`src/rtl/pipe_stage_skid.sv`:
```
// Pipeline stage register with valid/ready handshake and a 2-entry skid buffer.
// The main register drives out_data directly. The skid register catches the one
// extra beat that can arrive while downstream stalls. in_ready and out_valid are
// decoded from the registered state only, so the ready path is never combinational
// through the stage. Saturating counters track stall and bubble cycles.
module pipe_stage_skid #(
    parameter int unsigned      WIDTH     = 64,
    parameter logic [WIDTH-1:0] NOP_VALUE = {WIDTH{1'b0}},
    parameter int unsigned      CNT_W     = 16
) (
    input  logic             CLK,
    input  logic             Reset,
    input  logic             Flush,
    input  logic             in_valid,
    output logic             in_ready,
    input  logic [WIDTH-1:0] in_data,
    output logic             out_valid,
    input  logic             out_ready,
    output logic [WIDTH-1:0] out_data,
    output logic [CNT_W-1:0] stall_cnt,
    output logic [CNT_W-1:0] bubble_cnt
);

    typedef enum logic [1:0] {
        StEmpty = 2'd0,
        StOne   = 2'd1,
        StTwo   = 2'd2
    } state_e;

    localparam logic [CNT_W-1:0] CntMax = {CNT_W{1'b1}};

    state_e           state_q;
    logic [WIDTH-1:0] main_q;
    logic [WIDTH-1:0] skid_q;

    // Handshake flags come straight from the state register.
    assign in_ready  = (state_q != StTwo);
    assign out_valid = (state_q != StEmpty);
    // main_q is forced to NOP_VALUE whenever it stops holding a valid entry.
    assign out_data  = main_q;

    // Occupancy FSM and payload registers; Reset and Flush both empty the stage.
    always_ff @(posedge CLK) begin
        if (Reset || Flush) begin
            state_q <= StEmpty;
            main_q  <= NOP_VALUE;
            skid_q  <= NOP_VALUE;
        end else begin
            unique case (state_q)
                StEmpty: begin
                    if (in_valid) begin
                        main_q  <= in_data;
                        state_q <= StOne;
                    end
                end
                StOne: begin
                    if (out_ready) begin
                        if (in_valid) begin
                            // Pass-through at full throughput.
                            main_q <= in_data;
                        end else begin
                            main_q  <= NOP_VALUE;
                            state_q <= StEmpty;
                        end
                    end else if (in_valid) begin
                        // Downstream stalled: park the new beat behind main.
                        skid_q  <= in_data;
                        state_q <= StTwo;
                    end
                end
                StTwo: begin
                    // in_ready is low here, so in_valid is ignored.
                    if (out_ready) begin
                        main_q  <= skid_q;
                        skid_q  <= NOP_VALUE;
                        state_q <= StOne;
                    end
                end
                default: begin
                    state_q <= StEmpty;
                    main_q  <= NOP_VALUE;
                    skid_q  <= NOP_VALUE;
                end
            endcase
        end
    end

    // Saturating performance counters, driven by pre-edge handshake levels.
    always_ff @(posedge CLK) begin
        if (Reset) begin
            stall_cnt  <= '0;
            bubble_cnt <= '0;
        end else begin
            if (out_valid && !out_ready && (stall_cnt != CntMax)) begin
                stall_cnt <= stall_cnt + 1'b1;
            end
            if (!out_valid && out_ready && (bubble_cnt != CntMax)) begin
                bubble_cnt <= bubble_cnt + 1'b1;
            end
        end
    end

endmodule

```
`config.mk`:
```
export PLATFORM = sky130hd
export DESIGN_NAME = pipe_stage_skid
export DESIGN_NICKNAME = d
export VERILOG_FILES = /design/src/rtl/pipe_stage_skid.sv
export SDC_FILE = /design/constraint.sdc
export NUM_CORES = 1
export LEC_CHECK = 0
export ABC_AREA = 1
export BUFFER_PORTS_ARGS = -buffer_cell sky130_fd_sc_hd__buf_2
export CAP_MARGIN = 10
export CORE_MARGIN = 10
export CORE_UTILIZATION = 26
export CTS_CLUSTER_DIAMETER = 30
export CTS_CLUSTER_SIZE = 10
export DETAILED_ROUTE_END_ITERATION = 16
export GPL_TIMING_DRIVEN = 0
export PLACE_DENSITY_LB_ADDON = 0.05
export SYNTH_ARGS = -nofsm -noshare
export SYNTH_HDL_FRONTEND = slang
export SYNTH_SLANG_ARGS = --single-unit
```
`constraint.sdc`:
```
create_clock -name CLK -period 1.5 [get_ports CLK]
set_input_delay 0.225 -clock CLK [delete_from_list [all_inputs] [get_ports CLK]]
set_output_delay 0.225 -clock CLK [all_outputs]
set_load 0.02 [all_outputs]
```
* After elaboration in Yosys (flattened, before gate mapping)
Index checks and enable logic that the tools add are counted.
** Word-level totals
- Input port bits :: 69
- Register bits after elaboration :: 162
- Output and inout bits :: 98
- Logic and storage cells :: 46
** Operators by class
- Equality and inequality tests :: 12
- Reduce and logical (&&, ||, !) cells :: 12
- Add/subtract/negate cells :: 2
- Muxes and demuxes :: 14
- Bitwise logic cells :: 1
** Operators with widths (number)
- two-way mux 64 bit :: 6
- one-hot mux 64 bit (3 select lines) :: 2
- adder 16 x 1 -> 16 bit (second input constant) :: 2
- inequality test 16 bit (second input constant) :: 2
- inequality test 2 bit (second input constant) :: 6
- two-way mux 2 bit :: 5
- AND reduction 4 bit :: 2
- inequality test 3 bit (second input constant) :: 2
- one-hot mux 2 bit (3 select lines) :: 1
- logical AND 1 bit :: 4
- AND reduction 3 bit :: 1
- equality test 2 x 1 -> 1 bit (second input constant) :: 1
- equality test 2 bit (second input constant) :: 1
- zero test 1 bit :: 2
- zero test 2 bit :: 1
- nonzero test 2 bit :: 1
- logical OR 1 bit :: 1
- NOT 1 bit :: 1

* Depth between registers and ports, before layout
Gate-level depths: netlist of the first run.
- Depth after elaboration :: 4
- Depth in mapped cells :: 10
- Gate-level depth less buffers :: 10

* Worst setup path after synthesis of the first run
OpenSTA, ideal clock, no wires.
- Kind :: flip-flop to flip-flop
- Start :: reg stall_cnt[1]
- End :: reg stall_cnt[13]
- Cell stages (with the launch flop) :: 10
- Path buffers :: 1
- Path slack :: -0.165 ns
- Clock period less this slack :: 1.665 ns
- Library setup time :: 0.115 ns
- Data arrival time :: 1.550 ns
- Data required time :: 1.385 ns
- Cell sequence :: dfxtp_1 > ha_1 > inv_1 > nor2_1 > nand2_1 > nor2_1 > nand2_2 > buf_6 > a21oi_1 > nor2_1
** Between the ends
- Word-level cells in the longest chain between the ends :: 2
- Elaborated cells between the ends (all ways) :: 3
- Classes of those cells :: add/sub (1); eq/ne (1); reduce/logical (1)
** RTL lines
- start, declared :: line 20 : output logic [CNT_W-1:0] stall_cnt,
- start signal, assigned :: line 95 : stall_cnt <= stall_cnt + 1'b1;
- parallel branches: the longest is 2 deep, another holds adder 16 x 1 -> 16 bit
Parallel ways; which one is timed is not known.
A chain may end at the register's enable or synchronous reset.

* Final worst setup path of the first run
- Start :: reg state_q[1]
- End :: reg main_q[5], in the netlist out_data[5]
** Between the ends
- Word-level cells in the longest chain between the ends :: 3
- Elaborated cells between the ends (all ways) :: 8
- Classes of those cells :: eq/ne (5); mux (1); reduce/logical (2)
** RTL lines
- start, declared :: line 32 : state_e state_q;
- start signal, assigned :: line 45 : state_q <= StEmpty;
- start signal, assigned :: line 53 : state_q <= StOne;
- start signal, assigned :: line 63 : state_q <= StEmpty;
- equality test 2 x 1 -> 1 bit (tied with other cells) :: line 49 : unique case (state_q)
- inequality test 2 bit (no source line)
- AND reduction 3 bit (no source line)
- end signal, assigned :: line 52 : main_q <= in_data;
- end signal, assigned :: line 60 : main_q <= in_data;
- end signal, assigned :: line 74 : main_q <= skid_q;
- end, declared :: line 33 : logic [WIDTH-1:0] main_q;
Several ways; a longest one is shown, not always the timed one.

==> impl_metrics.py, run 1 <==
metrics = {
    "run_status": {
        "status": "finished with violations",
        "failed_checks": "setup timing",
    },
    "yosys": {
        "avgSynthCellArea_um2": 6.53,
        "synth_fp_nets": 1211,
        "ys_seq_area_frac": 0.435,
        "synth_warnings": 0,
        "syn_inst": 1140,
        "netlist_area_um2": 7450,
        "synth_cell_types": 25,
        "ys_ff_latch": 162,
    },
    "critical_path": {
        "slowest_stage": "dfxtp_4",
        "worstPathArrival_ns": 1.92,
        "critical_path.cell_chain": "inv_6 -> nor2_4 -> nand2_1 -> o21ai_4 -> nor2_4 -> clkbuf_16 -> clkbuf_16 -> nand2_1 -> a21oi_1",
        "crit_fanout": 5,
        "worstReg2RegEnd": "out_data[5]$_SDFFE_PP0P_",
        "path_buf_inv": 3,
        "endpoint_kind": "register",
        "reg2reg_depth": 9,
        "cp-startpoint": "state_q[1]$_SDFFE_PP0P_",
        "path_depth": 9,
        "start_kind": "register",
        "timing.rr.start": "state_q[1]$_SDFFE_PP0P_",
        "reg2reg_slack_ns": -0.06,
        "slowest_delay_ns": 0.37,
        "worstSetupPathType": "register to register",
        "crit_family": "simple AND/OR/NAND/NOR gates",
        "worst_ep_required_time_ns": 1.86,
    },
    "placed_design": {
        "post-dp-hpwl_mm": 20.5,
        "io_buffers": 166,
        "place_congestion": 0.785,
    },
    "floorplanning": {
        "coreArea_um2": 28000,
        "io_pins": 167,
        "initial_utilization": 0.266,
        "die_area_um2": 35800,
        "fp.dieH_um": 189,
        "core.rowCount": 61,
        "die_w_um": 189,
    },
    "final_layout": {
        "seqCellArea_um2": 3300,
        "fin_nets": 1426,
        "fillers": 3138,
        "area_delta_synth_final_pct": 38.6,
        "layout-drive-gt1-share": 0.284,
        "multi_input_area_um2": 4030,
    },
    "cts": {
        "cts.path.max_buffers": 2,
        "htree_levels": 4,
        "cts_tree": "yes",
        "clkTransAtPathRegs_ns": 0.08,
        "root_buffer": "clkbuf_16",
        "clock_latency_ns": 0.43,
        "clkSinkCount": 162,
        "numCtsBuffers": 17,
        "hold_buffers": 0,
    },
    "power_and_ir_drop": {
        "ir_drop_v": 0.000590,
        "power_density_nw_per_um2": 991,
        "p_total_mw": 10.2,
        "leakage_nw": 4.31,
    },
    "job": {
        "drv_cap": 0,
    },
    "global_routing": {
        "grt_max_degree": 18,
        "grtUsageTotal": 0.154,
        "grt_pass1_vias": 7833,
        "antenna_found_initial": 5,
        "grt_pass1_wl_mm": 44.1,
        "overflow": 0,
    },
    "worst_hold_path": {
        "hold_start": "in_data[49]",
        "min_path_cells": 3,
        "holdPathEnd": "skid_q[49]$_SDFFE_PP0P_",
        "hp-class": "primary input to register",
    },
    "timing": {
        "rsz0062_at_grt": "true",
        "fin_tns_setup_ns": -1.75,
        "worst_clock_skew_ns": 0.00968,
        "fin_crit_sh": 1.04,
        "tightest_slew_ns": 0.613,
        "max_freq_mhz": 639,
        "finalMaxSlewViolations": 0,
        "finalHoldViolations": 0,
        "slew-limit-headroom": 0.592,
        "setup_violations": 64,
        "layout_min_cycle_time_ns": 1.56,
        "setup_ws_ns": -0.0638,
    },
    "route": {
        "dr.first_iter.drc_count": 394,
        "wl_per_cell_um": 16.3,
        "vias": 8011,
        "drt_first_pass_iters": 5,
        "routed_wl_mm": 28.5,
        "drc": 0,
        "viasPerCell": 4.58,
        "ant_nets": 0,
    },
}
-- logic make-up (layout without fill, tap and decap cells) --
kind of cell             after synthesis  in the layout  synth area share
AO/OA/AOI/OAI                        199            199             0.135
XOR/XNOR                               3              3           0.00353
adder cells (fa/ha/maj)                2              2           0.00336
buffers and inverters                110            338            0.0657
flip-flops                           162            162             0.435
other                                  0              3                 0
AND/OR/NAND/NOR                      664            664             0.357
-- synthesized netlist by cell type, drive strengths merged --
| cell type | n | area [um^2] |
|---|---|---|
| clkbuf | 33 | 124 |
| buf | 42 | 234 |
| inv | 35 | 131 |
| or2 | 1 | 6.26 |
| nand3b | 1 | 7.51 |
| ha | 2 | 25.0 |
| dfxtp | 162 | 3240 |
| nand2 | 444 | 1670 |
| nand4 | 4 | 25.0 |
| a21oi | 157 | 786 |
| nand3 | 110 | 551 |
| xor2 | 3 | 26.3 |
| o21a | 1 | 7.51 |
| nor3 | 3 | 15.0 |
| a31oi | 1 | 6.26 |
| nor2 | 101 | 387 |
| o21ai | 40 | 204 |
-- placed cells by master, fill, tap and decap left out, types with 4 or more instances in the layout --
master and n:
buf_12 4, dfxtp_4 8, buf_8 9, inv_1 26
nand2_1 427, inv_6 7, inv_2 7, nor2_4 9
nand3_1 101, clkbuf_16 22, a21oi_2 12, buf_2 168
clkbuf_1 13, clkbuf_2 13, buf_4 33, nor2_2 11
inv_8 6, clkbuf_4 6, o21ai_0 36, buf_6 18
dfxtp_1 134, nor2_1 81, a21oi_1 145, nand4_1 4
nand3_2 8, nand2_4 4, nand2_2 12, dfxtp_2 20
-- layer usage --
metal / track usage / share of wire / up-vias
li1: - / - / 4117
met1: 0.206 / 0.49 / 3697
met2: 0.240 / 0.45 / 174
met3: 0.0426 / 0.054 / 19
met4: 0.0339 / 0.011 / 4
met5: 0 / 0.0011 / -
-- flip-flops by register name, summed over array words and instances, names as in the netlist --
register and flops:
out_data 64, skid_q 64, bubble_cnt 16, stall_cnt 16, state_q 2
-- how the worst max path moves through the flow --
stage                                       to
floorplan           stall_cnt[13]$_SDFFE_PP0P_
global placement     out_data[29]$_SDFFE_PP0P_
detailed placement   out_data[42]$_SDFFE_PP0P_
CTS                                   in_ready
global route         out_data[19]$_SDFFE_PP0P_
finish                out_data[5]$_SDFFE_PP0P_
-- report_power, final --
part | total, mW | leakage (nW) | internal, mW | switching [mW]
combinational | 1.36 | 2.70 | 0.506 | 0.850
clock | 4.44 | 0.284 | 2.27 | 2.17
sequential | 4.44 | 1.33 | 4.38 | 0.0620
total | 10.2 | 4.31 | 7.15 | 3.08
-- metrics by stage --
| stage | hold slack, ns | instances | utilization | area, um^2 | worst slack [ns] |
|---|---|---|---|---|---|
| 2_1_floorplan | 0.390 | 1140 | - | 7450 | -0.00605 |
| 5_1_grt | 0.0524 | 1747 | 0.368 | 10300 | -0.143 |
| 6_report | 0.0618 | 1749 | 0.369 | 10300 | -0.0638 |
| 3_5_place_dp | 0.451 | 1684 | 0.313 | 8760 | -0.464 |
| 3_3_place_gp | 0.448 | 1684 | 0.313 | 8760 | -0.460 |
| 4_1_cts | 0.0419 | 1728 | 0.345 | 9670 | -0.0919 |
-- worst reg2reg max path: stages, from the launching register on --
cell and delay (ns):
dfxtp_4 0.37, inv_6 0.08, nor2_4 0.04, nand2_1 0.13
o21ai_4 0.09, nor2_4 0.22, clkbuf_16 0.22, clkbuf_16 0.14
nand2_1 0.06, a21oi_1 0.13
-- final cells by class --
type | instances | area share
tap | 378 | 0.0458
buffer | 75 | 0.0613
clock inverter | 14 | 0.0132
sequential | 162 | 0.320
antenna | 3 | 0.000727
clock buffer | 18 | 0.0425
multi-input combinational | 868 | 0.390
timing repair buffer | 196 | 0.113
inverter | 35 | 0.0137
-- timing repair --
item,CTS,global route
setup buffers,12,10
setup endpoints to repair,161,160
endpoints found under the hold margin,0,0
cloned,0,8
pin swaps,6,23
resized for setup,89,156
(Power assumes the default switching activity.)
==> run 2: changes to the inputs <==
Settings changed: ABC_AREA 1 to unset, GPL_TIMING_DRIVEN 0 to unset.
==> impl_metrics.py, run 2 <==
metrics = {
    "final_layout": {
        "layout-drive-gt1-share": 0.463,
        "final_cell_mix": "buf_2, nor2_1, dfxtp_1, buf_4, a222oi_1",
        "n_antenna_cell": 0,
        "area_delta_synth_final_pct": 56.2,
        "fin_nets": 978,
        "postLayoutCoreUtil": 0.411,
        "fillers": 2314,
        "final_common_cell": "buf_2",
    },
    "power_and_ir_drop": {
        "ir_drop_v": 0.000705,
        "p_sw_frac": 0.268,
        "leakage_nw": 3.82,
        "p_total_mw": 9.74,
        "p_sw_mw": 2.61,
        "p_int_mw": 7.14,
        "combPwrFrac": 0.102,
        "pwr-share-clk": 0.447,
        "power_density_nw_per_um2": 1020,
        "seqPwrFrac": 0.451,
    },
    "yosys": {
        "netlist_area_um2": 6150,
        "ys_ff_latch": 162,
        "syn_inst": 650,
        "synth_warnings": 0,
        "avgSynthCellArea_um2": 9.46,
        "synth_fp_nets": 721,
        "synth_edf_count": 0,
        "yosysTopAreaCell": "dfxtp_1",
        "yosys-top-cells-count": "dfxtp_1, nor2_1, a222oi_1, a22oi_1, clkbuf_1",
        "yosysTopAreaCellShare": 0.528,
        "synth_area_leaders": "dfxtp_1, a222oi_1, nor2_1, a22oi_1, clkbuf_1",
        "async_flop_share": 0,
        "ys_seq_area_frac": 0.528,
        "yosysMostFrequentCell": "dfxtp_1",
        "synth_cell_types": 44,
        "synthFlopType": "dfxtp_1",
    },
    "timing": {
        "finalHoldViolations": 0,
        "tightest_slew_ns": 0.365,
        "rsz0062_at_grt": "true",
        "setup_ws_ns": -0.201,
        "finalMaxSlewViolations": 0,
        "worst_clock_skew_ns": 0.0152,
        "fin_crit_sh": 1.13,
        "max_freq_mhz": 588,
        "holdWs_ns": 0.0605,
        "layout_min_cycle_time_ns": 1.70,
        "slew-limit-headroom": 0.754,
        "setup_violations": 104,
    },
    "job": {
        "drv_cap": 0,
    },
    "critical_path": {
        "worstSetupPathType": "register to register",
        "slowest_stage": "or4_4",
        "worstPathArrival_ns": 2.06,
        "critical_path.cell_chain": "o21bai_2 -> or4_4 -> or4_4 -> a21oi_2",
        "endpoint_kind": "register",
        "crit_family": "simple AND/OR/NAND/NOR gates",
        "slowest_delay_ns": 0.58,
        "cpMostUsedCell": "or4_4",
        "path_buf_inv": 0,
        "cp-startpoint": "state_q[1]$_SDFFE_PP0P_",
        "start_kind": "register",
        "crit_fanout": 5,
        "timing.rr.start": "state_q[1]$_SDFFE_PP0P_",
        "worst_ep_required_time_ns": 1.85,
    },
    "route": {
        "ant_nets": 0,
        "drt_first_pass_iters": 8,
        "routed_wl_mm": 23.3,
        "viasPerCell": 5.15,
        "drc": 0,
        "vias": 6382,
        "dr.first_iter.drc_count": 523,
        "wl_per_cell_um": 18.8,
    },
    "placed_design": {
        "post-dp-hpwl_mm": 14.4,
        "place_congestion": 0.751,
        "io_buffers": 166,
        "place_worst_setup_slack_ns": -0.275,
    },
    "floorplanning": {
        "io_pins": 167,
        "initial_utilization": 0.263,
        "coreArea_um2": 23300,
        "fp.dieH_um": 174,
        "core.rowCount": 56,
        "die_w_um": 174,
        "die_area_um2": 30200,
    },
    "cts": {
        "clock_latency_ns": 0.43,
        "hold_buffers": 0,
        "clkTransAtPathRegs_ns": 0.07,
        "htree_levels": 4,
        "cts_tree": "yes",
        "numCtsBuffers": 17,
        "clkSinkCount": 162,
        "cts.path.max_buffers": 2,
        "root_buffer": "clkbuf_16",
    },
    "global_routing": {
        "grt_pass1_vias": 6548,
        "grt_max_degree": 74,
        "grt_pass1_wl_mm": 35.9,
        "grtUsageTotal": 0.145,
        "antenna_found_initial": 2,
        "overflow": 0,
    },
    "worst_hold_path": {
        "hp-class": "primary input to register",
        "hold_start": "in_data[21]",
    },
    "run_status": {
        "status": "finished with violations",
        "failed_checks": "setup timing",
    },
}
## run 2: cell types whose count changed after synthesis, moves of 27 or more
cell      before  now
a21oi_1      157   24
a222oi_1       0   64
nor2_1        98  139
a22oi_1        0   64
buf_2         31    3
nand3_1      110   12
nand2_1      443   13
inv_1         32    5
## run 2: path summary, 6_finish.rpt
kind | to | slack [ns] | cells after the start
setup / recovery | stall_cnt[15]$_SDFFE_PP0P_ | -0.20 | 4
setup reg to reg | stall_cnt[15]$_SDFFE_PP0P_ | -0.20 | 4
hold / removal | skid_q[21]$_SDFFE_PP0P_ | 0.06 | 3
hold reg to reg | out_data[17]$_SDFFE_PP0P_ | 0.50 | 2
## run 2: through the flow
stage | std cells | setup TNS (ns) | instance area [um^2]
after global routing | 1239 | -21.54 | 9600
final | 1239 | -10.65 | 9600
after CTS | 1222 | -8.84 | 9180
after floorplan | 650 | -2.38 | 6440
after global placement | 1179 | -22.10 | 8240
after detailed placement | 1179 | -26.40 | 8240
## run 2: tightest hold or removal path, delay by kind of cell
kind	cells	cell delay, ns
AO/OA/AOI/OAI	1	0.07
AND/OR/NAND/NOR	1	0.08
buffers and inverters	1	0.09
## run 2: metal layers
metal | vias up | routed length, um | GRT usage
met5 | - | 13 | 0
met4 | 2 | 341 | 0.0517
met3 | 22 | 1540 | 0.0466
met2 | 199 | 11200 | 0.236
met1 | 3130 | 10200 | 0.177
li1 | 3029 | - | -
## run 2: power by group through the flow
stage | Sequential [mW] | Clock, mW | Combinational [mW]
final | 4.40 | 4.36 | 0.990
after global routing | 4.40 | 4.68 | 1.08
after CTS | 4.40 | 4.48 | 0.940
after detailed placement | 4.50 | 0 | 0.862
after global placement | 4.49 | 0 | 0.846
after floorplan | 4.56 | 0 | 0.410
## run 2: timing repair
action	4_1_cts	5_1_grt
pin swaps	30	32
cloned	4	5
resized for setup	54	58
setup endpoints to repair	162	152
buffers inserted	8	12
hold endpoints to repair	0	0
## run 2: final cells by class
| cell class | instances | area [um^2] | area share |
|---|---|---|---|
| flip-flops and latches | 162 | 3310 | 0.345 |
| multi-input cells | 427 | 3140 | 0.327 |
| repair buffers | 294 | 2150 | 0.224 |
| clock buffers | 19 | 433 | 0.0451 |
| well taps | 319 | 399 | 0.0416 |
| clock inverters | 13 | 146 | 0.0152 |
| inverters | 5 | 18.8 | 0.00195 |
## run 2: cells by family (layout without fill, tap and decap cells)
group	count (synthesis)	count (layout)	share of synthesized area
adder cells (fa/ha/maj)	2	2	0.00407
AO/OA/AOI/OAI	188	188	0.242
XOR/XNOR	1	1	0.00143
flip-flops	162	162	0.528
multiplexers	5	5	0.00875
AND/OR/NAND/NOR	231	231	0.179
buffers and inverters	61	331	0.0379
